## src/rtl/truth_table_sweeper.sv

```systemverilog
// -----------------------------------------------------------------------------
// truth_table_sweeper
//
// This block sweeps the three switch stimulus lines (p1, p2, p3) through all
// eight combinations. For each row it waits for the implementations under test
// to settle and then samples their result lines. It records res[0] as the truth
// table, and it flags every row where the result lines do not all agree.
//
// Optional feature: when the macro SWEEP_STOP_ON_MISMATCH_EN is defined, the
// sweep ends at the first row with a mismatch. When it is undefined, the block
// always sweeps all eight rows.
//
// Parameters:
//   SETTLE  cycles each combination is driven before it is sampled (min 1)
//   N_OUT   number of result lines compared per row
//
// Ports:
//   clk_i             system clock
//   reset_i           synchronous, active-high reset
//   start_i           sweep request, sampled only while idle
//   res_i             result lines from the implementations under test
//   p1_o/p2_o/p3_o    stimulus bits, row index MSB..LSB
//   busy_o            high from sweep acceptance through the DONE cycle
//   done_o            one-cycle pulse at end of sweep
//   pass_o            no mismatching row in the last sweep
//   truth_o           truth_o[r] = res_i[0] sampled on row r
//   mismatch_rows_o   bit r set if the result lines disagreed on row r
//   fail_row_o        first mismatching row, 0 if none
//
// States:
//   IDLE   | stimulus 000, waiting for start
//   DRIVE  | stimulus = row, settle counter running
//   SAMPLE | capture results for the current row
//   DONE   | one-cycle done pulse, then back to IDLE
// -----------------------------------------------------------------------------
module truth_table_sweeper #(
    parameter int SETTLE = 2,
    parameter int N_OUT  = 6
) (
    input  logic             clk_i,
    input  logic             reset_i,
    input  logic             start_i,
    input  logic [N_OUT-1:0] res_i,
    output logic             p1_o,
    output logic             p2_o,
    output logic             p3_o,
    output logic             busy_o,
    output logic             done_o,
    output logic             pass_o,
    output logic [7:0]       truth_o,
    output logic [7:0]       mismatch_rows_o,
    output logic [2:0]       fail_row_o
);

    // A SETTLE value below 1 is clamped to 1, so DRIVE always lasts at least one cycle.
    localparam int              SETTLE_E = (SETTLE < 1) ? 1 : SETTLE;
    localparam int              CW       = (SETTLE_E > 1) ? $clog2(SETTLE_E) : 1;
    localparam logic [CW-1:0]   CNT_LOAD = CW'(SETTLE_E - 1);

    typedef enum logic [1:0] {
        IDLE   = 2'd0,
        DRIVE  = 2'd1,
        SAMPLE = 2'd2,
        DONE   = 2'd3
    } state_t;

    state_t          state_q;
    logic [2:0]      row_q;
    logic [CW-1:0]   cnt_q;
    logic [2:0]      stim_q;
    logic            busy_q;
    logic            done_q;
    logic            pass_q;
    logic [7:0]      truth_q;
    logic [7:0]      mism_q;
    logic [2:0]      fail_q;

    logic            row_mism;
    logic            first_mism;
    logic            stop_now;
    logic [7:0]      truth_d;
    logic [7:0]      mism_d;

    // A row agrees only if every result line has the same value.
    assign row_mism   = (res_i != '0) && (res_i != '1);
    assign first_mism = row_mism && (mism_q == 8'h00);

`ifdef SWEEP_STOP_ON_MISMATCH_EN
    assign stop_now = row_mism || (row_q == 3'd7);
`else
    assign stop_now = (row_q == 3'd7);
`endif

    always_comb begin
        truth_d        = truth_q;
        truth_d[row_q] = res_i[0];
        mism_d         = mism_q;
        if (row_mism) begin
            mism_d[row_q] = 1'b1;
        end
    end

    always_ff @(posedge clk_i) begin
        if (reset_i) begin
            state_q <= IDLE;
            row_q   <= 3'd0;
            cnt_q   <= '0;
            stim_q  <= 3'd0;
            busy_q  <= 1'b0;
            done_q  <= 1'b0;
            pass_q  <= 1'b0;
            truth_q <= 8'h00;
            mism_q  <= 8'h00;
            fail_q  <= 3'd0;
        end else begin
            done_q <= 1'b0;
            case (state_q)
                IDLE: begin
                    stim_q <= 3'd0;
                    if (start_i) begin
                        state_q <= DRIVE;
                        row_q   <= 3'd0;
                        cnt_q   <= CNT_LOAD;
                        busy_q  <= 1'b1;
                        truth_q <= 8'h00;
                        mism_q  <= 8'h00;
                        fail_q  <= 3'd0;
                        pass_q  <= 1'b0;
                    end
                end
                DRIVE: begin
                    if (cnt_q == '0) begin
                        state_q <= SAMPLE;
                    end else begin
                        cnt_q <= cnt_q - CW'(1);
                    end
                end
                SAMPLE: begin
                    truth_q <= truth_d;
                    mism_q  <= mism_d;
                    if (first_mism) begin
                        fail_q <= row_q;
                    end
                    if (stop_now) begin
                        // Compute pass from the updated vector so that it is
                        // already valid in the same cycle as done.
                        state_q <= DONE;
                        done_q  <= 1'b1;
                        pass_q  <= (mism_d == 8'h00);
                        stim_q  <= 3'd0;
                    end else begin
                        state_q <= DRIVE;
                        row_q   <= row_q + 3'd1;
                        stim_q  <= row_q + 3'd1;
                        cnt_q   <= CNT_LOAD;
                    end
                end
                DONE: begin
                    state_q <= IDLE;
                    busy_q  <= 1'b0;
                end
                default: begin
                    state_q <= IDLE;
                end
            endcase
        end
    end

    assign p1_o            = stim_q[2];
    assign p2_o            = stim_q[1];
    assign p3_o            = stim_q[0];
    assign busy_o          = busy_q;
    assign done_o          = done_q;
    assign pass_o          = pass_q;
    assign truth_o         = truth_q;
    assign mismatch_rows_o = mism_q;
    assign fail_row_o      = fail_q;

endmodule

```

## config.mk

```make
export PLATFORM = sky130hd
export DESIGN_NAME = truth_table_sweeper
export DESIGN_NICKNAME = d
export VERILOG_FILES = /design/src/rtl/truth_table_sweeper.sv
export SDC_FILE = /design/constraint.sdc
export NUM_CORES = 1
export LEC_CHECK = 0
export ABC_AREA = 1
export CAP_MARGIN = 20
export CORE_ASPECT_RATIO = 1.75
export CORE_UTILIZATION = 45
export CTS_BUF_LIST = sky130_fd_sc_hd__clkbuf_4
export CTS_CLUSTER_DIAMETER = 60
export CTS_CLUSTER_SIZE = 25
export DETAILED_ROUTE_END_ITERATION = 16
export GPL_ROUTABILITY_DRIVEN = 1
export HOLD_SLACK_MARGIN = 0.03
export PLACE_DENSITY = 0.73
export SYNTH_ARGS = -nofsm -noshare
export SYNTH_HDL_FRONTEND = slang
export SYNTH_SLANG_ARGS = --single-unit
```

## constraint.sdc

```tcl
create_clock -name clk_i -period 4 [get_ports clk_i]
set_input_delay 0.6 -clock clk_i [delete_from_list [all_inputs] [get_ports clk_i]]
set_output_delay 0.6 -clock clk_i [all_outputs]
set_load 0.05 [all_outputs]
```

* Word-level counts from Yosys, hierarchy flattened
Index checks and enable logic that the tools add are counted.
** Cells by class
- Add/subtract/negate cells :: 2
- Magnitude comparators :: 2
- Eq/ne operators :: 10
- Muxes and demuxes :: 27
- Bitwise operators :: 2
- Reductions and logical operators :: 18
** Operators with widths (number)
- $pmux W8 S2 :: 2
- $pmux W3 S2 :: 3
- $logic_not A8 Y1 :: 2
- $mux W8 :: 2
- $mux W3 :: 4
- $reduce_and A3 Y1 :: 4
- $ne A2 B2 Y1 const B :: 5
- $bwmux W8 :: 1
- $or A8 B8 Y8 :: 1
- $pmux W2 S4 :: 1
- $mux W1 :: 7
- $mux W2 :: 3
- $ne A6 B6 Y1 const B :: 1
- $reduce_and A2 Y1 :: 3
- $reduce_bool A6 Y1 :: 1
- $eq A2 B2 Y1 const B :: 2
- $lt A3 B4 Y1 const B :: 1
- $pmux W1 S2 :: 2
- $reduce_bool A2 Y1 :: 2
- $add A3 B1 Y3 const B :: 1
- $demux W1 S3 :: 1
- $eq A3 B3 Y1 const B :: 1
- $ge A3 B1 Y1 const B :: 1
- $logic_and A1 B1 Y1 :: 3
- 7 further kinds :: 7
** Word-level totals
- Bits in registers :: 31
- Bits of input ports :: 9
- Word-level logic and storage cells :: 71

* Depth between registers and ports, before layout
Gate-level depths: netlist of the first run.
- Word-level depth :: 9
- Gate-level depth with buffers :: 10
- Mapped depth without buffers :: 10

* Worst setup path before layout of the first run
OpenSTA, ideal clock, no wires.
- Path kind :: input -> register
- From :: input res_i[2]
- To :: register pass_q (netlist: pass_o)
- Arrival time :: 1.352 ns
- Data required time :: 3.935 ns
- Slack :: 2.583 ns
- Cell stages on the path :: 9
- Path buffers :: 0
- Cell sequence :: nor2_1 > nand3_2 > nand3_1 > nand2_1 > nor2_1 > nand3_1 > nor2_1 > nor2_1 > nor2_1
** On the way
- Longest elaborated chain between the ends :: 6
- Elaborated cells on any way between the ends :: 7
** RTL lines
- from (decl) :: line 43 : input logic [N_OUT-1:0] res_i,
- $ne A6 B6 Y1 or $reduce_bool A6 Y1 (tied branches) :: line 85 : assign row_mism = (res_i != '0) && (res_i != '1);
- $logic_and A1 B1 Y1 (*) :: line 85
- $mux W8 (*) :: line 98 : if (row_mism) begin
- $logic_not A8 Y1 (*) :: line 149 : pass_q <= (mism_d == 8'h00);
- $mux W1 (*) :: line 144 : if (stop_now) begin
- $pmux W1 S2 (*) :: line 117 : case (state_q)
- to (signal assigned) :: line 149
- to (decl) :: line 73 : logic pass_q;
Mark *: on every way between the ends. The rest lies on a longest branch, timed or not. The select of a mux whose other input is x is not followed.
A chain may end at the register's enable or synchronous reset.

* Worst setup path after layout of the first run
- From :: register mism_q[7] (netlist: mismatch_rows_o[7])
- To :: output mismatch_rows_o[7]
** RTL lines
- from (decl) :: line 75 : logic [7:0] mism_q;
- from (signal assigned) :: line 140 : mism_q <= mism_d;
- to (decl) :: line 51 : output logic [7:0] mismatch_rows_o,
No word-level cell between the ends.

==> results of run 1 <==
## Yosys cell counts, types with 3 or more instances
| cell type | number |
|---|---|
| nor3_1 | 3 |
| a21oi_1 | 29 |
| nand2_1 | 32 |
| nor3_2 | 3 |
| o21ai_0 | 5 |
| nor2_1 | 14 |
| nand3_1 | 12 |
| nand2_4 | 3 |
| inv_1 | 21 |
| inv_2 | 6 |
| a211oi_1 | 9 |
| nor2_2 | 4 |
| buf_4 | 3 |
| dfxtp_1 | 31 |
## cells in the final DEF (no fill, tap or decap)
cell / netlist / routed
inv_1: 21 / 21
nand3_1: 12 / 12
nor2_2: 4 / 4
nand2_1: 32 / 32
clkbuf_4: 0 / 6
o21ai_0: 5 / 5
nor4_1: 1 / 1
nand3_2: 2 / 2
nor3_4: 1 / 1
a211oi_1: 9 / 9
clkinv_1: 0 / 2
nand2_4: 3 / 3
o21bai_1: 1 / 1
nor2_1: 14 / 14
nor3_2: 3 / 3
dfxtp_1: 31 / 31
nand4_1: 2 / 2
inv_2: 6 / 6
clkdlybuf4s50_1: 0 / 33
nand2_2: 2 / 2
nor2_4: 2 / 2
ha_1: 2 / 2
nor3_1: 3 / 3
a21oi_4: 1 / 1
o21ai_1: 2 / 2
a21oi_1: 29 / 29
## per-layer routing
layer | vias to the layer above | GRT usage, % | share of wire, %
met2 | 36 | 38.71 | 55
li1 | 712 | - | -
met5 | - | 0 | 0
met1 | 622 | 22.01 | 38
met3 | 8 | 5.057 | 4.4
met4 | 0 | 9.394 | 2.3
## power breakdown
part	switching, µW	internal [µW]	total [µW]
registers	13.7	320	334
clock network	99.7	71.7	171
logic	78.6	40.2	119
## metrics by stage
stage,util [%],instance area (µm²),setup WS [ns]
floorplan,-,1498,2.583
global route,59.90,1882,1.787
detailed placement,58.22,1829,1.757
CTS,59.90,1882,1.828
finish,59.90,1882,1.816
global placement,58.22,1829,1.801
## cell type report
cell class	count	share of cell area, %
multi-input cells	130	38.43
flip-flops and latches	31	32.98
repair buffers	33	17.55
inverters	27	5.386
well taps	43	2.859
clock buffers	6	2.394
clock inverters	2	0.3989
## sequential cells by signal, summed over array words and instances, names as in the netlist
signal	flops
cnt_q	1
truth_o	8
mismatch_rows_o	8
pass_o	1
state_q	2
row_q	3
busy_o	1
stim_q	3
done_o	1
fail_row_o	3
## how the worst min path moves through the flow
stage                 to  slack [ns]      start
3_5_place_dp   stim_q[0]        0.45  stim_q[0]
5_1_grt        stim_q[2]        0.49  stim_q[2]
6_report       stim_q[1]        0.46  stim_q[1]
3_3_place_gp   stim_q[0]        0.44  stim_q[0]
2_1_floorplan      cnt_q        0.45      cnt_q
4_1_cts        stim_q[0]        0.47  stim_q[0]
## cells by family (layout without fill, tap and decap cells)
group,after synthesis,count (layout),share of synthesized area (%)
flip-flops,31,31,41.44
buffers and inverters,34,68,10.28
AND/OR/NAND/NOR,81,81,28.49
adder cells (fa/ha/maj),2,2,1.671
AO/OA/AOI/OAI,47,47,18.13
==> results.txt, run 1 <==
* Result of the run: complete, no violations
* Mapped cell area: 1498 µm²
* Category of the critical setup timing path: reg -> out
* Critical path endpoint category: primary output
- Counting every instance in the synthesized netlist gives 195.
- The later pin in the worst-skew pair is clocked with a latency of about 0.33 ns.
- TritonCTS built the clock tree.
* FF/Latch Area: roughly 620 µm²
- Maximum number of pins on one net before global-route repair: 21
- #FFs+latches synth: 31
- The most critical setup path has its startpoint at mismatch_rows_o[7].
- Number of port buffers: 33
- The first global-routing pass estimated between 5000 and 6000 µm of wire.
- The initial utilization of the core area, before any placement, comes to 47.67%.
* Final non-filler cell total: 272
- Data on the critical path is required at its endpoint by 3.40 ns.
- Final worst path period share: 54.61%
- Setup repair after global routing left no endpoint under its margin.
- After layout, the minimum clock period comes to between 2 and 2.5 ns.
- Along the worst path, the maximum fanout reaches 4.
* Buffer count from post-CTS setup fixing: 0
- Total I/O pin count: 34
- Slowest cell on the critical path: clkdlybuf4s50_1
- Worst-path clk slew: roughly 0.09 ns
- Worst Hold Class: reg -> reg
* Layout overhead on the synthesized area: 25.65%
* Number of cells after detailed placement: 264
* Clock Skews: 0.008393 ns
* Clk buf depth: 2
- Min-Delay Path Depth: 2
- CTS H-tree lvls: 2
- Clock tree synthesis inserted a total of 5 buffers.
- Counting both buffers and inverters, the worst setup path holds a total of 1.
* Floorplan core area: ~3100 µm²
- CP top delay family: buffers and inverters
* Path length in cells of the critical path: 1
* Share of layout cells above drive strength 1: a little over an eighth
- Worst reg-to-reg setup slack: roughly 2.2 ns
- The tool flagged a number of max-cap violations equal to 0.
- After synthesis, the cell types taking the most area are dfxtp_1 (41%), a21oi_1 (9.7%), nand2_1 (8.0%).
- Weighted congestion at the end of routability-driven global placement: 0.7943
- Total routing usage reported by global routing: 21.53%
* Critical R2R Launch: row_q[0]
- Antenna violations before repair: 0
- Capture instance of the worst register-to-register path: pass_o
- For this run, the slowest stage of the critical path takes ~0.83 ns.
- For the pin with the worst max-slew slack, the measured transition is 0.7009 ns.
- Count of nets left with antenna violations after detail routing: 0
- In this run, the number of DRC markers left after iteration 0 of detailed routing was 32.
* Overall power: a little over 600 µW
- The share of synthesized area in the top cell type comes to 41.44%.
- Worst-case hold slack: 0.4596 ns
* Peak supply drop: 0.0002132 V
- Prevailing post-synth register cell: dfxtp_1
* Areal power density over the cells: 331.6 nW/µm²
* Multi-input combinational cell area: 723.2 µm²
* Cell taking the most area after synthesis: dfxtp_1
- After clock tree synthesis, the flow added hold-fix buffers numbering 0.
* # DRC: 0
- In the routed layout, each cell is associated on average with a via count of 5.066.
- Post-DP HPWL: 2525 µm
- Ordered list of cells on the worst path: clkdlybuf4s50_1
* Fill cells: between 300 and 400
* Row cnt: 27
- Synthesized netlist net count: 206
- Wires add up to 3284 µm.
- For this run the aggregate overflow at the end of global routing stands at 0.
* Data arrival time at the worst-slack endpoint: about 1.6 ns
- Distinct cells, synth: 26
- Resized Gates After CTS: 0
- Number of flops mapped to enable cells by yosys: 0
- Die Y: 78.32 µm
* Count of endpoints failing hold in the final timing report: 0
* Vias: 1,378
- Remaining max-slew budget at the tightest pin: between 50% and 60%
- Via count of the first global-routing pass: between 1,000 and 1,500
- Buffer cell driving the clock tree root: clkbuf_4
- The floorplan step set the die width to 45.61 µm.
- DRT Pass-1 Iters: 5
- Fraction of registers with async set/reset: 0%
- Crit path capture: mismatch_rows_o[7]
- Die Outline Area: 3572 µm²
- Measured in cells, the most critical reg-to-reg path has a length of 10.
- Ys Warns: 0
- TNS Setup: 0 ns
- A synthesized cell averages between 7 and 8 µm².
- After synthesis, flip-flops and latches occupy 41.44% of the total area.
- Average detailed-routed wire length per instance: between 10 and 15 µm
- Maximum clock frequency: 0.4578 GHz
- Leakage dissipation: 0.0007480 µW
- The repair_antennas step left the layout with diodes totalling 0.
* Number of nets at the end of the flow: 239
- Final Setup Violations: 0
- Number of sinks driven by the clock tree: 31
- The number of pins with negative max-slew slack in the final report came to 0.
* Crit path launch type: register
Note: power is estimated with default switching activity, not from simulation.
==> run 2, diff against run 1 <==
--- a/config.mk
+++ b/config.mk
@@ -15,7 +15,7 @@
 export DETAILED_ROUTE_END_ITERATION = 16
 export GPL_ROUTABILITY_DRIVEN = 1
 export HOLD_SLACK_MARGIN = 0.03
-export PLACE_DENSITY = 0.73
+export PLACE_DENSITY = 0.76
 export SYNTH_ARGS = -nofsm -noshare
 export SYNTH_HDL_FRONTEND = slang
 export SYNTH_SLANG_ARGS = --single-unit
==> constraint.sdc (replaced) <==
create_clock -name clk_i -period 2 [get_ports clk_i]
set_input_delay 0.3 -clock clk_i [delete_from_list [all_inputs] [get_ports clk_i]]
set_output_delay 0.3 -clock clk_i [all_outputs]
set_load 0.05 [all_outputs]
==> run 2 against run 1 <==
Effect of this change: power is 120% higher; non-clock buffer count is 3 higher; core utilization is 1.5 points higher; clock skew is 0.0063 ns higher; via count is 2.3% higher; worst setup slack worse by 1.7 ns; design area is 2.5% higher; die area stayed put; wire length is 5.7% higher; largest power group unchanged.
==> results.txt, run 2 (synthesis results as in run 1) <==
* Result of the run: complete, no violations
- TritonCTS clock tree: yes
- Weighted congestion at the end of routability-driven global placement: 0.9150
* Final worst path period share: 94.74%
- For this run, the number of standard cells in the final layout without fillers is 275.
- The tightest min-delay check is of the reg -> reg type.
- Multi-input combinational cell area: 723.2 µm²
* Number of sinks driven by the clock tree: 31
- After the first detailed-routing iteration, the DRC count stood at 61.
* Row cnt: 27
* Number of port buffers: 33
- Critical path endpoint category: primary output
- ANT cells: 0
- Average detailed-routed wire length per instance: 12.62 µm
- FF/Latch Area: 620.6 µm²
* Die Outline Area: 3572 µm²
- Via density: roughly 5
* Number of cells after detailed placement: 267
* Die Y: 78.32 µm
- Timing analysis after detailed placement gives a worst setup slack of 0.3095 ns.
- Data on the critical path is required at its endpoint by about 1.7 ns.
- RSZ-0062 raised after global routing: false
- The critical path goes through clkdlybuf4s50_1.
- Remaining max-slew budget at the tightest pin: 66.65%
* Max Slew Vio Count: 0
* DRT Pass-1 Iters: 4
- The number of hold buffers added after CTS was 0.
* Category of the critical setup timing path: reg -> out
* Commonest non-fill, non-tap cells in the layout: clkdlybuf4s50_1 (33), nand2_1 (32), dfxtp_1 (31)
- The die is 45.61 µm wide.
- Via count of the first global-routing pass: 1,332
- Dividing total power by cell area gives a power density of 722.7 nW/µm².
- Vias: 1,410
- CP top delay family: buffers and inverters
- Buffers plus inverters on the worst setup path: 1
* Count of nets left with antenna violations after detail routing: 0
- The root buffer cell chosen for the clock tree is clkbuf_4.
* Peak supply drop: approximately 0.00055 V
- The layout has 301 filler cells.
- Global-route wire length before repair: 5906 µm
- Leakage dissipation: 0.0007756 µW
- Buffers added to address setup during post-CTS repair amount to 0.
- Slowest Stage Delay on Critical Path: 0.83 ns
* Resized Gates After CTS: 0
* Clock Skews: 0.01469 ns
- The core region is 3142 µm².
* Data arrival time at the worst-slack endpoint: between 1.5 and 2 ns
* CTS H-tree lvls: 2
- Max-cap violations in this run came to 0.
- STA classifies the critical path startpoint as a register.
- Layout overhead on the synthesized area: 28.74%
- After detailed routing, the total wire length is 3471 µm.
- # DRC: 0
- TNS Setup: 0 ns
- Static timing analysis puts the maximum clock frequency at 0.5278 GHz.
* Commonest non-fill, non-tap cell in the layout: clkdlybuf4s50_1
- The number of endpoints with negative hold slack in the final report is 0.
* Total routing usage reported by global routing: 22.60%
- Worst-Margin Slew: approximately 0.50 ns
- Clock-pin slew was measured on the worst setup and hold paths at 0.11 ns.
- Total I/O pin count: 34
- Setup violations remaining at the end of the flow were counted as 0.
- In this run, CTS created clock tree buffers numbering 5.
- Slowest cell on the critical path: clkdlybuf4s50_1
* Final Critical Period: roughly 1.9 ns
- At the later pin of the worst-skew pair, clock insertion delay measures 0.35 ns.
- Post-DP HPWL: around 2600 µm
- Share of layout cells above drive strength 1: 14.66%
* Maximum number of pins on one net before global-route repair: 20
- The initial antenna violation count was 0.
- Counting along the longest clock path gives a buffer depth of 2.
- Overflow left after global routing: 0
* CP Max Fanout: 4
* Starting utilization of the core area: 47.67%
* Fin worst setup slack: roughly 0.11 ns
- For this run, the post-layout net count is about 240.
==> run 2: final timing paths <==
path	startpoint	endpoint	slack (ns)	cells past startpoint
min reg2reg	stim_q[0]	stim_q[0]	0.46	2
min	stim_q[0]	stim_q[0]	0.46	2
max	mismatch_rows_o[2]	mismatch_rows_o[2]	0.11	1
max reg2reg	row_q[2]	pass_o	0.41	9
==> run 2: final cells by class <==
cell class / count / area share, %
inverter: 27 / 5.256
tap: 43 / 2.790
timing repair buffer: 36 / 18.30
multi-input combinational: 130 / 37.51
clock buffer: 5 / 1.947
sequential: 31 / 32.19
clock inverter: 3 / 2.012
==> run 2: routing by layer <==
| metal | track usage, % | up-vias | wire length, µm |
|---|---|---|---|
| met5 | 0 | - | 0 |
| met4 | 11.52 | 0 | 129 |
| met3 | 6.207 | 12 | 148 |
| met2 | 37.43 | 31 | 1854 |
| met1 | 25.00 | 651 | 1338 |
| li1 | - | 716 | - |
==> run 2: per-stage QoR <==
stage	instance area [µm²]	util (%)	total power, µW	hold WS, ns
2_1_floorplan	1498	-	853.3	0.4507
3_3_place_gp	1852	58.94	923.2	0.4425
3_5_place_dp	1852	58.94	925.3	0.4476
4_1_cts	1928	61.37	1399	0.4623
5_1_grt	1928	61.37	1449	0.4871
6_report	1928	61.37	1393	0.4599
==> run 2: report_power, final <==
group	internal (µW)	total, µW	switching (µW)	leakage (µW)
clock	257	483	226	0.0000426
combinational	83.1	246	163	0.000481
sequential	640	664	23.9	0.000252
total	980	1390	413	0.000776
